--- src/rtl/alu_responder_pkg.sv ---
// Shared types and constants for the ALU responder.
// Build option: ALU_RESPONDER_MUL_EN enables the 0xB1 multiply opcode.
package alu_responder_pkg;

  localparam int HDR_BYTES     = 4;
  localparam int OPERAND_BYTES = 4;

`ifdef ALU_RESPONDER_MUL_EN
  localparam bit MUL_EN = 1'b1;
`else
  localparam bit MUL_EN = 1'b0;
`endif

  typedef enum logic [7:0] {
    OP_ECHO = 8'hEC,
    OP_ADD  = 8'hA1,
    OP_MUL  = 8'hB1
  } op_e;

  typedef enum logic [2:0] {
    S_OPCODE,
    S_RSVD,
    S_LEN_LO,
    S_LEN_HI,
    S_PAYLOAD,
    S_DRAIN,
    S_RESP
  } state_e;

  // True for opcodes that accumulate operands and return a 32-bit result.
  function automatic logic op_is_alu(input logic [7:0] op);
    return (op == OP_ADD) || (MUL_EN && (op == OP_MUL));
  endfunction

endpackage

--- src/rtl/alu_responder_exec.sv ---
// Combinational accumulator update: folds one 32-bit operand into the
// running accumulator. The multiplier exists only when ALU_RESPONDER_MUL_EN
// is defined.
module alu_responder_exec
  import alu_responder_pkg::*;
(
  input  op_e         op_i,
  input  logic [31:0] acc_i,
  input  logic [31:0] operand_i,
  output logic [31:0] acc_o
);

  // Select the arithmetic for the current opcode; other codes hold acc.
  always_comb begin
    // NOTE: default assignment first so every path drives acc_o (no latch).
    acc_o = acc_i;
    case (op_i)
      OP_ADD: acc_o = acc_i + operand_i;
`ifdef ALU_RESPONDER_MUL_EN
      OP_MUL: acc_o = acc_i * operand_i;
`endif
      default: ;
    endcase
  end

endmodule

--- src/rtl/alu_responder.sv ---
// Packet-level ALU responder between UART rx and tx AXI-Stream ports.
// Parses {opcode, reserved, len_lo, len_hi, payload} frames and answers
// with echoed payload or a 32-bit little-endian add/mul result.
// Build option: ALU_RESPONDER_MUL_EN enables opcode 0xB1 (multiply).
module alu_responder
  import alu_responder_pkg::*;
#(
  parameter int datawidth_p    = 8,
  parameter int idle_timeout_p = 1000000
) (
  input  logic                   clk_i,
  input  logic                   rst_ni,
  input  logic [datawidth_p-1:0] rx_data_i,
  input  logic                   rx_valid_i,
  output logic                   rx_ready_o,
  output logic [datawidth_p-1:0] tx_data_o,
  output logic                   tx_valid_o,
  input  logic                   tx_ready_i,
  output logic                   busy_o,
  output logic                   error_o
);

  if (datawidth_p != 8) begin : g_width_check
    $error("alu_responder: datawidth_p must be 8");
  end

  localparam logic [31:0] TMO_LAST = 32'(idle_timeout_p) - 32'd1;

  state_e      state_q;
  logic [7:0]  opcode_q;
  logic [7:0]  len_lo_q;
  logic [15:0] rem_q;
  logic [31:0] acc_q;
  logic [23:0] operand_q;
  logic [1:0]  byte_idx_q;
  logic [1:0]  resp_idx_q;
  logic [31:0] tmo_q;
  logic        error_q;

  logic        is_echo;
  logic        in_frame;
  logic        rx_hs;
  logic        tmo_hit;
  logic [15:0] len_w;
  logic [15:0] pay_w;
  logic [31:0] acc_next;

  assign is_echo  = (opcode_q == OP_ECHO);
  assign in_frame = state_q inside {S_RSVD, S_LEN_LO, S_LEN_HI, S_PAYLOAD, S_DRAIN};
  assign rx_hs    = rx_valid_i & rx_ready_o;
  assign tmo_hit  = (idle_timeout_p != 0) && in_frame && !rx_valid_i && (tmo_q == TMO_LAST);
  assign len_w    = {rx_data_i[7:0], len_lo_q};
  assign pay_w    = len_w - 16'(HDR_BYTES);
  assign busy_o   = (state_q != S_OPCODE);
  assign error_o  = error_q;

  alu_responder_exec u_exec (
    .op_i      (op_e'(opcode_q)),
    .acc_i     (acc_q),
    .operand_i ({rx_data_i[7:0], operand_q}),
    .acc_o     (acc_next)
  );

  // Stream handshakes: echo payload is a combinational pass-through,
  // responses come from the accumulator, everything else just accepts rx.
  always_comb begin
    rx_ready_o = 1'b1;
    tx_valid_o = 1'b0;
    tx_data_o  = '0;
    case (state_q)
      S_PAYLOAD: begin
        if (is_echo) begin
          rx_ready_o = tx_ready_i;
          tx_valid_o = rx_valid_i;
          tx_data_o  = rx_data_i;
        end
      end
      S_RESP: begin
        rx_ready_o = 1'b0;
        tx_valid_o = 1'b1;
        tx_data_o  = acc_q[{resp_idx_q, 3'b000} +: 8];
      end
      default: ;
    endcase
  end

  // Frame parser FSM with byte counters, accumulator and idle timeout.
  always_ff @(posedge clk_i or negedge rst_ni) begin
    if (!rst_ni) begin
      state_q    <= S_OPCODE;
      opcode_q   <= '0;
      len_lo_q   <= '0;
      rem_q      <= '0;
      acc_q      <= '0;
      operand_q  <= '0;
      byte_idx_q <= '0;
      resp_idx_q <= '0;
      tmo_q      <= '0;
      error_q    <= 1'b0;
    end else begin
      // NOTE: non-blocking assignments so every register samples pre-edge values.
      error_q <= 1'b0;
      if ((idle_timeout_p != 0) && in_frame && !rx_valid_i) tmo_q <= tmo_q + 32'd1;
      else                                                   tmo_q <= '0;

      if (tmo_hit) begin
        state_q <= S_OPCODE;
        error_q <= 1'b1;
        acc_q   <= '0;
        rem_q   <= '0;
        tmo_q   <= '0;
      end else begin
        case (state_q)
          S_OPCODE: if (rx_hs) begin
            opcode_q <= rx_data_i[7:0];
            state_q  <= S_RSVD;
          end
          S_RSVD: if (rx_hs) state_q <= S_LEN_LO;
          S_LEN_LO: if (rx_hs) begin
            len_lo_q <= rx_data_i[7:0];
            state_q  <= S_LEN_HI;
          end
          S_LEN_HI: if (rx_hs) begin
            rem_q      <= pay_w;
            byte_idx_q <= '0;
            if (len_w < 16'(HDR_BYTES)) begin
              error_q <= 1'b1;
              state_q <= S_OPCODE;
            end else if (is_echo) begin
              state_q <= (pay_w == '0) ? S_OPCODE : S_PAYLOAD;
            end else if (op_is_alu(opcode_q) && (pay_w != '0) &&
                         ((pay_w % 16'(OPERAND_BYTES)) == '0)) begin
              acc_q   <= (opcode_q == OP_ADD) ? 32'd0 : 32'd1;
              state_q <= S_PAYLOAD;
            end else begin
              // Unknown opcode or bad operand length: flag and skip the payload.
              error_q <= 1'b1;
              state_q <= (pay_w == '0) ? S_OPCODE : S_DRAIN;
            end
          end
          S_PAYLOAD: if (rx_hs) begin
            rem_q <= rem_q - 16'd1;
            if (is_echo) begin
              if (rem_q == 16'd1) state_q <= S_OPCODE;
            end else begin
              byte_idx_q <= byte_idx_q + 2'd1;
              case (byte_idx_q)
                2'd0:    operand_q[7:0]   <= rx_data_i[7:0];
                2'd1:    operand_q[15:8]  <= rx_data_i[7:0];
                2'd2:    operand_q[23:16] <= rx_data_i[7:0];
                default: acc_q            <= acc_next;
              endcase
              if (rem_q == 16'd1) begin
                resp_idx_q <= '0;
                state_q    <= S_RESP;
              end
            end
          end
          S_DRAIN: if (rx_hs) begin
            rem_q <= rem_q - 16'd1;
            if (rem_q == 16'd1) state_q <= S_OPCODE;
          end
          S_RESP: if (tx_ready_i) begin
            resp_idx_q <= resp_idx_q + 2'd1;
            if (resp_idx_q == 2'd3) state_q <= S_OPCODE;
          end
          default: state_q <= S_OPCODE;
        endcase
      end
    end
  end

endmodule

--- config.mk ---
export PLATFORM = sky130hd
export DESIGN_NAME = alu_responder
export DESIGN_NICKNAME = d
export VERILOG_FILES = /design/src/rtl/alu_responder_pkg.sv /design/src/rtl/alu_responder_exec.sv /design/src/rtl/alu_responder.sv
export SDC_FILE = /design/constraint.sdc
export NUM_CORES = 1
export LEC_CHECK = 0
export CAP_MARGIN = 15
export CORE_MARGIN = 2
export CORE_UTILIZATION = 55
export DETAILED_ROUTE_END_ITERATION = 6
export PLACE_DENSITY = 0.72
export SLEW_MARGIN = 15
export SYNTH_ARGS = -nofsm -noshare
export SYNTH_HDL_FRONTEND = slang
export SYNTH_HIERARCHICAL = 1
export SYNTH_SLANG_ARGS = --single-unit
export TNS_END_PERCENT = 10
--- constraint.sdc ---
create_clock -name clk_i -period 3.22 [get_ports clk_i]
set_input_delay 0.483 -clock clk_i [delete_from_list [all_inputs] [get_ports clk_i]]
set_output_delay 0.483 -clock clk_i [all_outputs]
set_load 0.01 [all_outputs]
After elaboration in Yosys (flattened, before gate mapping)
Index checks and enable logic that the tools add are counted.
{"block": "totals", "reg_bits": 128, "in_bits": 12, "out_inout_bits": 12}
{"block": "op_classes", "add_sub_neg": 6, "eq_ne": 34, "n_reduce_logical": 28, "n_shift": 1, "order_cmp": 1, "bitwise": 3, "n_mux": 56}
{"operator": "$mux W32", "count": 11}
{"operator": "$pmux W32 S2", "count": 1}
{"operator": "$mux W3", "count": 17}
{"operator": "$mux W16", "count": 3}
{"operator": "$ne A3 B3 Y1 const B", "count": 12}
{"operator": "$add A32 B1 Y32 const B", "count": 1}
{"operator": "$add A32 B32 Y32", "count": 1}
{"operator": "$eq A32 B20 Y1 const B", "count": 1}
{"operator": "$logic_not A16 Y1", "count": 2}
{"operator": "$pmux W16 S2", "count": 1}
{"operator": "$shiftx A32 B6 Y8", "count": 1}
{"operator": "$pmux W3 S7", "count": 1}
{"operator": "$reduce_and A5 Y1", "count": 4}
{"operator": "$reduce_and A9 Y1", "count": 2}
{"operator": "$eq A16 B1 Y1 const B", "count": 1}
{"operator": "$eq A8 B8 Y1 const B", "count": 2}
{"operator": "$lt A16 B3 Y1 const B", "count": 1}
{"operator": "$pmux W8 S2", "count": 1}
{"operator": "$reduce_bool A16 Y1", "count": 1}
{"operator": "$sub A16 B1 Y16 const B", "count": 1}
{"operator": "$sub A16 B3 Y16 const B", "count": 1}
{"operator": "$mux W2", "count": 7}
{"operator": "$eq A3 B3 Y1 const B", "count": 3}
{"operator": "$mux W1", "count": 9}
{"operator": "other kinds (26)", "count": 44}

Longest topological paths before layout
Gate-level depths: netlist of run 1.
{"block": "logic_depth", "depth_word": 10, "ltp_mapped": 11, "ltp_nobuf": 11}

Cells and area by module
The synthesis of run 1 kept the hierarchy.
{"module": "alu_responder", "area_per_inst_um2": 6653.9, "cells_each": 622, "seq_area_each_um2": 3203.1, "n_inst": 1}
{"module": "alu_responder_exec", "area_per_inst_um2": 2039.5, "cells_each": 320, "seq_area_each_um2": 0.0, "n_inst": 1}

Worst setup path after synthesis of run 1
Ideal clock, no wire load.
{"block": "synth_path", "kind": "flip-flop to flip-flop", "startpoint": "reg acc_q[0]", "endpoint": "reg acc_q[26]", "arrival_time_ps": 2659, "n_path_buf": 0, "path_stages_with_launch": 12, "setup_slack_ps": 439, "required_ps": 3098, "setup_ps": 122, "cell_sequence": "dfrtp_1 -> ha_1 -> fa_1 -> a21oi_1 -> o21ai_1 -> and3_1 -> o21ai_1 -> a2111oi_0 -> nor3_1 -> xnor2_1 -> mux2_2 -> a32o_1"}
{"block": "synth_via", "elab_chain_len": 7}
{"element": "from (decl)", "line": "alu_responder.sv:33", "source": "logic [31:0] acc_q;"}
{"element": "from (signal assigned)", "line": "alu_responder.sv:133", "source": "acc_q <= (opcode_q == OP_ADD) ? 32'd0 : 32'd1;"}
{"element": "from (signal assigned)", "line": "alu_responder.sv:151", "source": "default: acc_q <= acc_next;"}
{"element": "$add A32 B32 Y32", "line": "alu_responder_exec.sv:18", "source": "OP_ADD: acc_o = acc_i + operand_i;"}
{"element": "$mux W32", "line": "alu_responder_exec.sv:17", "source": "case (op_i)"}
{"element": "named net acc_next[26]", "line": "alu_responder.sv:46", "source": "logic [31:0] acc_next;"}
{"element": "$mux W32", "line": "alu_responder.sv:147", "source": "case (byte_idx_q)"}
{"element": "$mux W32", "line": "alu_responder.sv:143", "source": "if (is_echo) begin"}
{"element": "$mux W32", "line": "alu_responder.sv:141", "source": "S_PAYLOAD: if (rx_hs) begin"}
{"element": "$pmux W32 S2", "line": "alu_responder.sv:113", "source": "case (state_q)"}
{"element": "$mux W32", "line": "alu_responder.sv:106", "source": "if (tmo_hit) begin"}
The timed path passes the listed nets, and every way through them passes these cells. The select of a mux whose other input is x is not followed.
A chain may end at the register's enable or synchronous reset.

Worst setup path after layout of run 1
{"block": "layout_path", "startpoint": "reg acc_q[0]", "endpoint": "reg acc_q[28]"}
Same word-level chain as after synthesis.

==> results.sh, run 1 <==
export IMPL_cp_common_cell="a21oi_1"
export IMPL_dieArea_mm2=0.0168
export IMPL_cts_tree="done"
export IMPL_power_frac_comb=0.344
export IMPL_grtUsageMet2=0.454
export IMPL_ant_nets=0
export IMPL_cts_clk_slew_worst_paths_ns=0.06
export IMPL_ff2ff_path_depth=10
export IMPL_diodes=0
export IMPL_synth_nets=996
export IMPL_syn_inst=942
export IMPL_grt_max_degree=73
export IMPL_final_setup_worst_slack_ns=0.136
export IMPL_path_cells="ha_1 -> fa_1 -> a21oi_1 -> o21ai_1 -> and3_1 -> o21ai_0 -> a21o_1 -> a21oi_1 -> a211o_1 -> a32o_1"
export IMPL_final_cells=1195
export IMPL_final_max_slew_violation_count=0
export IMPL_core_rowCount=45
export IMPL_overflow=0
export IMPL_synth_area_leader_cell="dfrtp_1"
export IMPL_finish_net_count=1025
export IMPL_min_period_over_period=0.958
export IMPL_startpoint_type="flop"
export IMPL_r2r_end="acc_q[28]"
export IMPL_drc_errors=0
export IMPL_worst_pin_slew_ns=0.699
export IMPL_synthFlopType="dfrtp_1"
export IMPL_intPower_uw=4520
export IMPL_use_met1=0.425
export IMPL_synth_most_common_cell="dfrtp_1"
export IMPL_slowest_stage="fa_1"
export IMPL_io_buffers=23
export IMPL_dp_hpwl_um=16300
export IMPL_drive_gt1_frac=0.143
export IMPL_yosys_cell_types_count=81
export IMPL_power_density_mw_per_mm2=719
export IMPL_grt_antenna_before_repair=0
export IMPL_worstSetupEndpointType="flop"
export IMPL_hold_violations=0
export IMPL_seq_area_frac_synth=0.368
export IMPL_die_w_um=130
export IMPL_period_needed_ns=3.08
export IMPL_drt_iter0_drc=832
export IMPL_vdd_drop_max_v=0.000638
export IMPL_critPathKind="reg -> reg"
export IMPL_grtUsageTotal=0.293
export IMPL_synthTopCellsByArea="dfrtp_1 37%, ha_1 5.9%, mux2_2 5.2%"
export IMPL_cp_data_required_time_ns=3.53
export IMPL_p_leak_uw=0.00429
export IMPL_post_place_ws_ns=0.143
export IMPL_drt_total_wl_um=23500
export IMPL_routabilityCongestion=0.915
export IMPL_slew_headroom=0.529
export IMPL_max_freq_ghz=0.324
export IMPL_ys_top_cells_by_count="128 x dfrtp_1, 111 x nand2_1, 79 x nor2_1"
export IMPL_vias_per_cell=6.46
export IMPL_clk_path_buf_depth=2
export IMPL_reg2reg_from="acc_q[0]"
export IMPL_insertion_delay_ns=0.42
export IMPL_synth_edf_count=0
export IMPL_ctsRootBufferMaster="clkbuf_16"
export IMPL_start_util=0.568
export IMPL_skew_ns=0.00786
export IMPL_max_cap_violations=0
export IMPL_busiest_layer="met2"
export IMPL_yosys_warnings=6
export IMPL_cts_sinks=128
export IMPL_htree_levels=4
export IMPL_p_clk_frac=0.308
export IMPL_p_sw_uw=2630
export IMPL_status="finished clean"
export IMPL_wire_per_inst_um=19.7
export IMPL_cp_arrival_ns=3.39
export IMPL_switching_share=0.367
export IMPL_num_vias=7717
export IMPL_setup_viol=0
export IMPL_crit_fanout=3
export IMPL_avgSynthCellArea_um2=9.23
export IMPL_grt_pass1_wl_um=38400
export IMPL_seq_power_share=0.348
export IMPL_die_h_um=130
export IMPL_dp_cells=1163
export IMPL_grt_pass1_vias=7126
export IMPL_dr_pass1_iters=5
export IMPL_reg2reg_slack_ns=0.14
export IMPL_holdCritPathClass="in -> async"
export IMPL_async_flop_share=1.00
export IMPL_met3_usage=0.0652
export IMPL_synth_area_mm2=0.00869
export IMPL_critPathMaxStageDelay_ns=0.47
export IMPL_numCtsBuffers=17
export IMPL_synth_top_area_frac=0.368
export IMPL_areaGrowthSynthToFinish_pct=14.5
export IMPL_ys_seq_elements=128
export IMPL_core_area_mm2=0.0153
export IMPL_io_pins=24
==> layout make-up <==
| class | count | area, um^2 |
|---|---|---|
| fillers | 1271 | 5360 |
| multi-input cells | 747 | 5210 |
| flip-flops and latches | 128 | 3200 |
| repair buffers | 60 | 534 |
| clock buffers | 21 | 470 |
| well taps | 211 | 264 |
| clock inverters | 11 | 203 |
| inverters | 17 | 63.8 |
==> cells in the final DEF (no fill, tap or decap), types with 7 or more instances in the layout <==
cell type,instances
inv_1,16
or3_1,7
a21o_1,18
nand4_1,16
xor2_1,41
clkbuf_16,17
nand3_1,35
xnor2_1,20
a22o_1,11
dfrtp_1,128
a32o_1,31
nor2_1,78
nor4_1,11
and3_1,12
o21ai_0,62
nor3_1,18
mux2_2,40
ha_1,41
a31oi_1,7
nand2_1,110
buf_4,35
a21oi_1,51
clkdlybuf4s50_1,22
mux4_2,8
==> state kept, by name, summed over array words and instances, names as in the netlist <==
| register | count |
|---|---|
| rem_q | 16 |
| state_q | 3 |
| resp_idx_q | 2 |
| opcode_q | 8 |
| error_o | 1 |
| acc_q | 32 |
| len_lo_q | 8 |
| byte_idx_q | 2 |
| tmo_q | 32 |
| operand_q | 24 |
==> layer usage <==
| layer | vias up | wire, um |
|---|---|---|
| li1 | 3562 | - |
| met1 | 3803 | 10600 |
| met2 | 310 | 10800 |
| met3 | 42 | 1740 |
| met4 | 0 | 300 |
| met5 | - | 0 |
==> worst max-delay path, delay by kind of cell (launching register included) <==
| kind | cells | cell delay (ns) |
|---|---|---|
| fa+ha+maj | 2 | 0.71 |
| flops | 1 | 0.38 |
| compound gates | 7 | 1.63 |
| simple gates | 1 | 0.25 |
==> what timing repair did <==
item / 4_1_cts / 5_1_grt
setup endpoints to repair: 0 / 3
setup buffers: 0 / 0
gates resized for setup: 0 / 2
hold endpoints to repair: 0 / 0
hold buffers: 0 / 0
==> kinds of logic (layout without fill, tap and decap cells) <==
| kind of cell | Yosys count | after routing | share of synthesized area |
|---|---|---|---|
| adder cells (fa/ha/maj) | 42 | 42 | 0.0613 |
| flip-flops | 128 | 128 | 0.368 |
| buffers and inverters | 67 | 109 | 0.0338 |
| XOR/XNOR | 61 | 61 | 0.0615 |
| AO/OA/AOI/OAI | 244 | 244 | 0.192 |
| AND/OR/NAND/NOR | 352 | 352 | 0.210 |
| multiplexers | 48 | 48 | 0.0725 |
==> stage by stage <==
stage / cell area [um^2] / hold WS (ns) / TNS, ns / util / total power (uW)
6_report: 9950 / 0.0607 / 0 / 0.650 / 7150
5_1_grt: 9950 / 0.113 / -0.00867 / 0.650 / 7590
4_1_cts: 9940 / 0.0834 / 0 / 0.649 / 7130
3_5_place_dp: 9270 / 0.485 / 0 / 0.605 / 4910
3_3_place_gp: 9270 / 0.477 / 0 / 0.605 / 4850
2_1_floorplan: 8690 / 0.187 / 0 / - / 4220
==> power by group through the flow <==
stage | Combinational (uW) | Sequential [uW] | Clock [uW]
6_report | 2460 | 2490 | 2200
5_1_grt | 2730 | 2550 | 2320
4_1_cts | 2430 | 2470 | 2220
3_5_place_dp | 2410 | 2500 | 0
3_3_place_gp | 2370 | 2480 | 0
2_1_floorplan | 1930 | 2290 | 0
==> how the worst max path moves through the flow <==
| stage | from | to | slack (ns) | depth (start not counted) |
|---|---|---|---|---|
| 2_1_floorplan | acc_q[0] | acc_q[26] | 0.44 | 11 |
| 3_3_place_gp | acc_q[0] | acc_q[26] | 0.19 | 11 |
| 3_5_place_dp | acc_q[0] | acc_q[26] | 0.14 | 11 |
| 4_1_cts | acc_q[0] | acc_q[26] | 0.09 | 11 |
| 5_1_grt | acc_q[0] | acc_q[26] | -0.009 | 11 |
| 6_report | acc_q[0] | acc_q[28] | 0.14 | 10 |
Note: power is estimated with default switching activity, not from simulation.
==> run 2, diff against run 1 <==
--- a/config.mk
+++ b/config.mk
@@ -8,6 +8,7 @@
 export CAP_MARGIN = 15
 export CORE_MARGIN = 2
 export CORE_UTILIZATION = 55
+export CTS_BUF_LIST = sky130_fd_sc_hd__clkbuf_8
 export DETAILED_ROUTE_END_ITERATION = 6
 export PLACE_DENSITY = 0.72
 export SLEW_MARGIN = 15
==> results.sh, run 2 (synthesized netlist as in run 1, its figures left out) <==
export IMPL_cts_sinks=128
export IMPL_dr_pass1_iters=5
export IMPL_ant_nets=0
export IMPL_post_place_ws_ns=0.143
export IMPL_numCtsBuffers=17
export IMPL_max_freq_ghz=0.321
export IMPL_slowest_stage="fa_1"
export IMPL_power_density_mw_per_mm2=677
export IMPL_fin_tns_setup_ns=0
export IMPL_htree_levels=4
export IMPL_setup_viol=0
export IMPL_final_cells=1195
export IMPL_drc_errors=0
export IMPL_hold_worst_slack_ns=0.0396
export IMPL_grt_pass1_vias=7078
export IMPL_final_setup_worst_slack_ns=0.109
export IMPL_insertion_delay_ns=0.45
export IMPL_cpLargestDelayFamily="compound AO/OA/AOI/OAI gates"
export IMPL_routabilityCongestion=0.915
export IMPL_vdd_drop_max_v=0.000601
export IMPL_grtUsageTotal=0.289
export IMPL_reg2reg_from="acc_q[0]"
export IMPL_max_cap_violations=0
export IMPL_io_pins=24
export IMPL_drt_iter0_drc=664
export IMPL_startpoint_type="flop"
export IMPL_skew_ns=0.0126
export IMPL_critPathMaxStageDelay_ns=0.49
export IMPL_cts_tree="done"
export IMPL_die_w_um=130
export IMPL_core_area_mm2=0.0153
export IMPL_diodes=0
export IMPL_num_vias=7615
export IMPL_layout_commonest_cell="dfrtp_1"
export IMPL_crit_buf_inv=0
export IMPL_min_period_over_period=0.966
export IMPL_dp_hpwl_um=16300
export IMPL_die_h_um=130
export IMPL_wire_per_inst_um=19.5
export IMPL_grt_antenna_before_repair=0
export IMPL_start_util=0.568
export IMPL_crit_start="acc_q[0]"
export IMPL_core_rowCount=45
export IMPL_drive_gt1_frac=0.144
export IMPL_io_buffers=23
export IMPL_clk_path_buf_depth=2
export IMPL_grt_max_degree=73
export IMPL_vias_per_cell=6.37
export IMPL_p_leak_uw=0.00421
export IMPL_critPathKind="reg -> reg"
export IMPL_period_needed_ns=3.11
export IMPL_grt_pass1_wl_um=37800
export IMPL_final_max_slew_violation_count=0
export IMPL_worst_pin_slew_ns=0.697
export IMPL_rsz0062_at_grt="no"
export IMPL_slew_headroom=0.531
export IMPL_cp_data_required_time_ns=3.55
export IMPL_areaGrowthSynthToFinish_pct=12.3
export IMPL_hold_violations=0
export IMPL_finish_net_count=1025
export IMPL_dp_cells=1163
export IMPL_overflow=0
export IMPL_crit_fanout=3
export IMPL_dieArea_mm2=0.0168
export IMPL_cts_clk_slew_worst_paths_ns=0.08
export IMPL_status="finished clean"
export IMPL_ctsRootBufferMaster="clkbuf_8"
export IMPL_worstSetupEndpointType="flop"
export IMPL_cp_arrival_ns=3.44
export IMPL_drt_total_wl_um=23200
export IMPL_holdCritPathClass="in -> async"
export IMPL_layout_common_cells="128 x dfrtp_1, 110 x nand2_1, 78 x nor2_1"
export IMPL_top_regs="acc_q: 32 flops, tmo_q: 32 flops, operand_q: 24 flops"
export IMPL_cts_setup_buffers=0
export IMPL_path_cells="ha_1 -> fa_1 -> a21oi_2 -> o21ai_1 -> and3_1 -> o21ai_0 -> a21o_1 -> a21oi_1 -> a211o_1 -> a32o_1"
==> run 2: cell count changes in the layout (fill, tap and decap cells not counted), sizes merged <==
| cell | change |
|---|---|
| inv | +1 |
| clkbuf | -1 |
==> run 2: final cells by class <==
cell class              count  area, um^2
repair buffers             60         534
multi-input cells         747        5220
inverters                  17        63.8
clock buffers              20         275
clock inverters            12         206
fillers                  1303        5550
flip-flops and latches    128        3200
well taps                 211         264
==> run 2: where the power goes <==
part / switching, uW / internal, uW
combinational: 1390 / 1070
clock: 680 / 990
sequential: 475 / 2010
==> run 2: what timing repair did <==
action | 4_1_cts | 5_1_grt
gates resized for setup | 0 | 3
hold buffers | 0 | 0
setup endpoints to repair | 0 | 3
==> run 2: metrics by stage <==
step / instance area [um^2] / power [uW] / util
final: 9760 / 6610 / 0.638
after CTS: 9750 / 6600 / 0.637
after floorplan: 8690 / 4220 / -
after detailed placement: 9270 / 4910 / 0.605
after global routing: 9760 / 7050 / 0.638
after global placement: 9270 / 4850 / 0.605
==> run 2: path summary, 6_finish.rpt <==
| kind | endpoint | slack, ns | cells after the start |
|---|---|---|---|
| min in group clk_i | tmo_q[0] | 0.49 | 1 |
| setup reg to reg | acc_q[28] | 0.11 | 10 |
| hold / removal | acc_q[6] | 0.04 | 1 |
| setup / recovery | acc_q[28] | 0.11 | 10 |
| hold reg to reg | tmo_q[0] | 0.49 | 1 |
| max in group asynchronous | acc_q[20] | 2.43 | 2 |
==> run 2: routing by layer <==
layer	wire, um	GRT usage
met5	0	0
met4	458	0.0797
met3	1670	0.0627
met2	10500	0.442
met1	10600	0.420
==> run 3, diff against run 2 <==
--- a/config.mk
+++ b/config.mk
@@ -11,6 +11,7 @@
 export CTS_BUF_LIST = sky130_fd_sc_hd__clkbuf_8
 export DETAILED_ROUTE_END_ITERATION = 6
 export PLACE_DENSITY = 0.72
+export SKIP_CTS_REPAIR_TIMING = 1
 export SLEW_MARGIN = 15
 export SYNTH_ARGS = -nofsm -noshare
 export SYNTH_HDL_FRONTEND = slang
==> results of run 3 <==
Same layout as run 2: the final DEF is identical, and so are final timing and power.
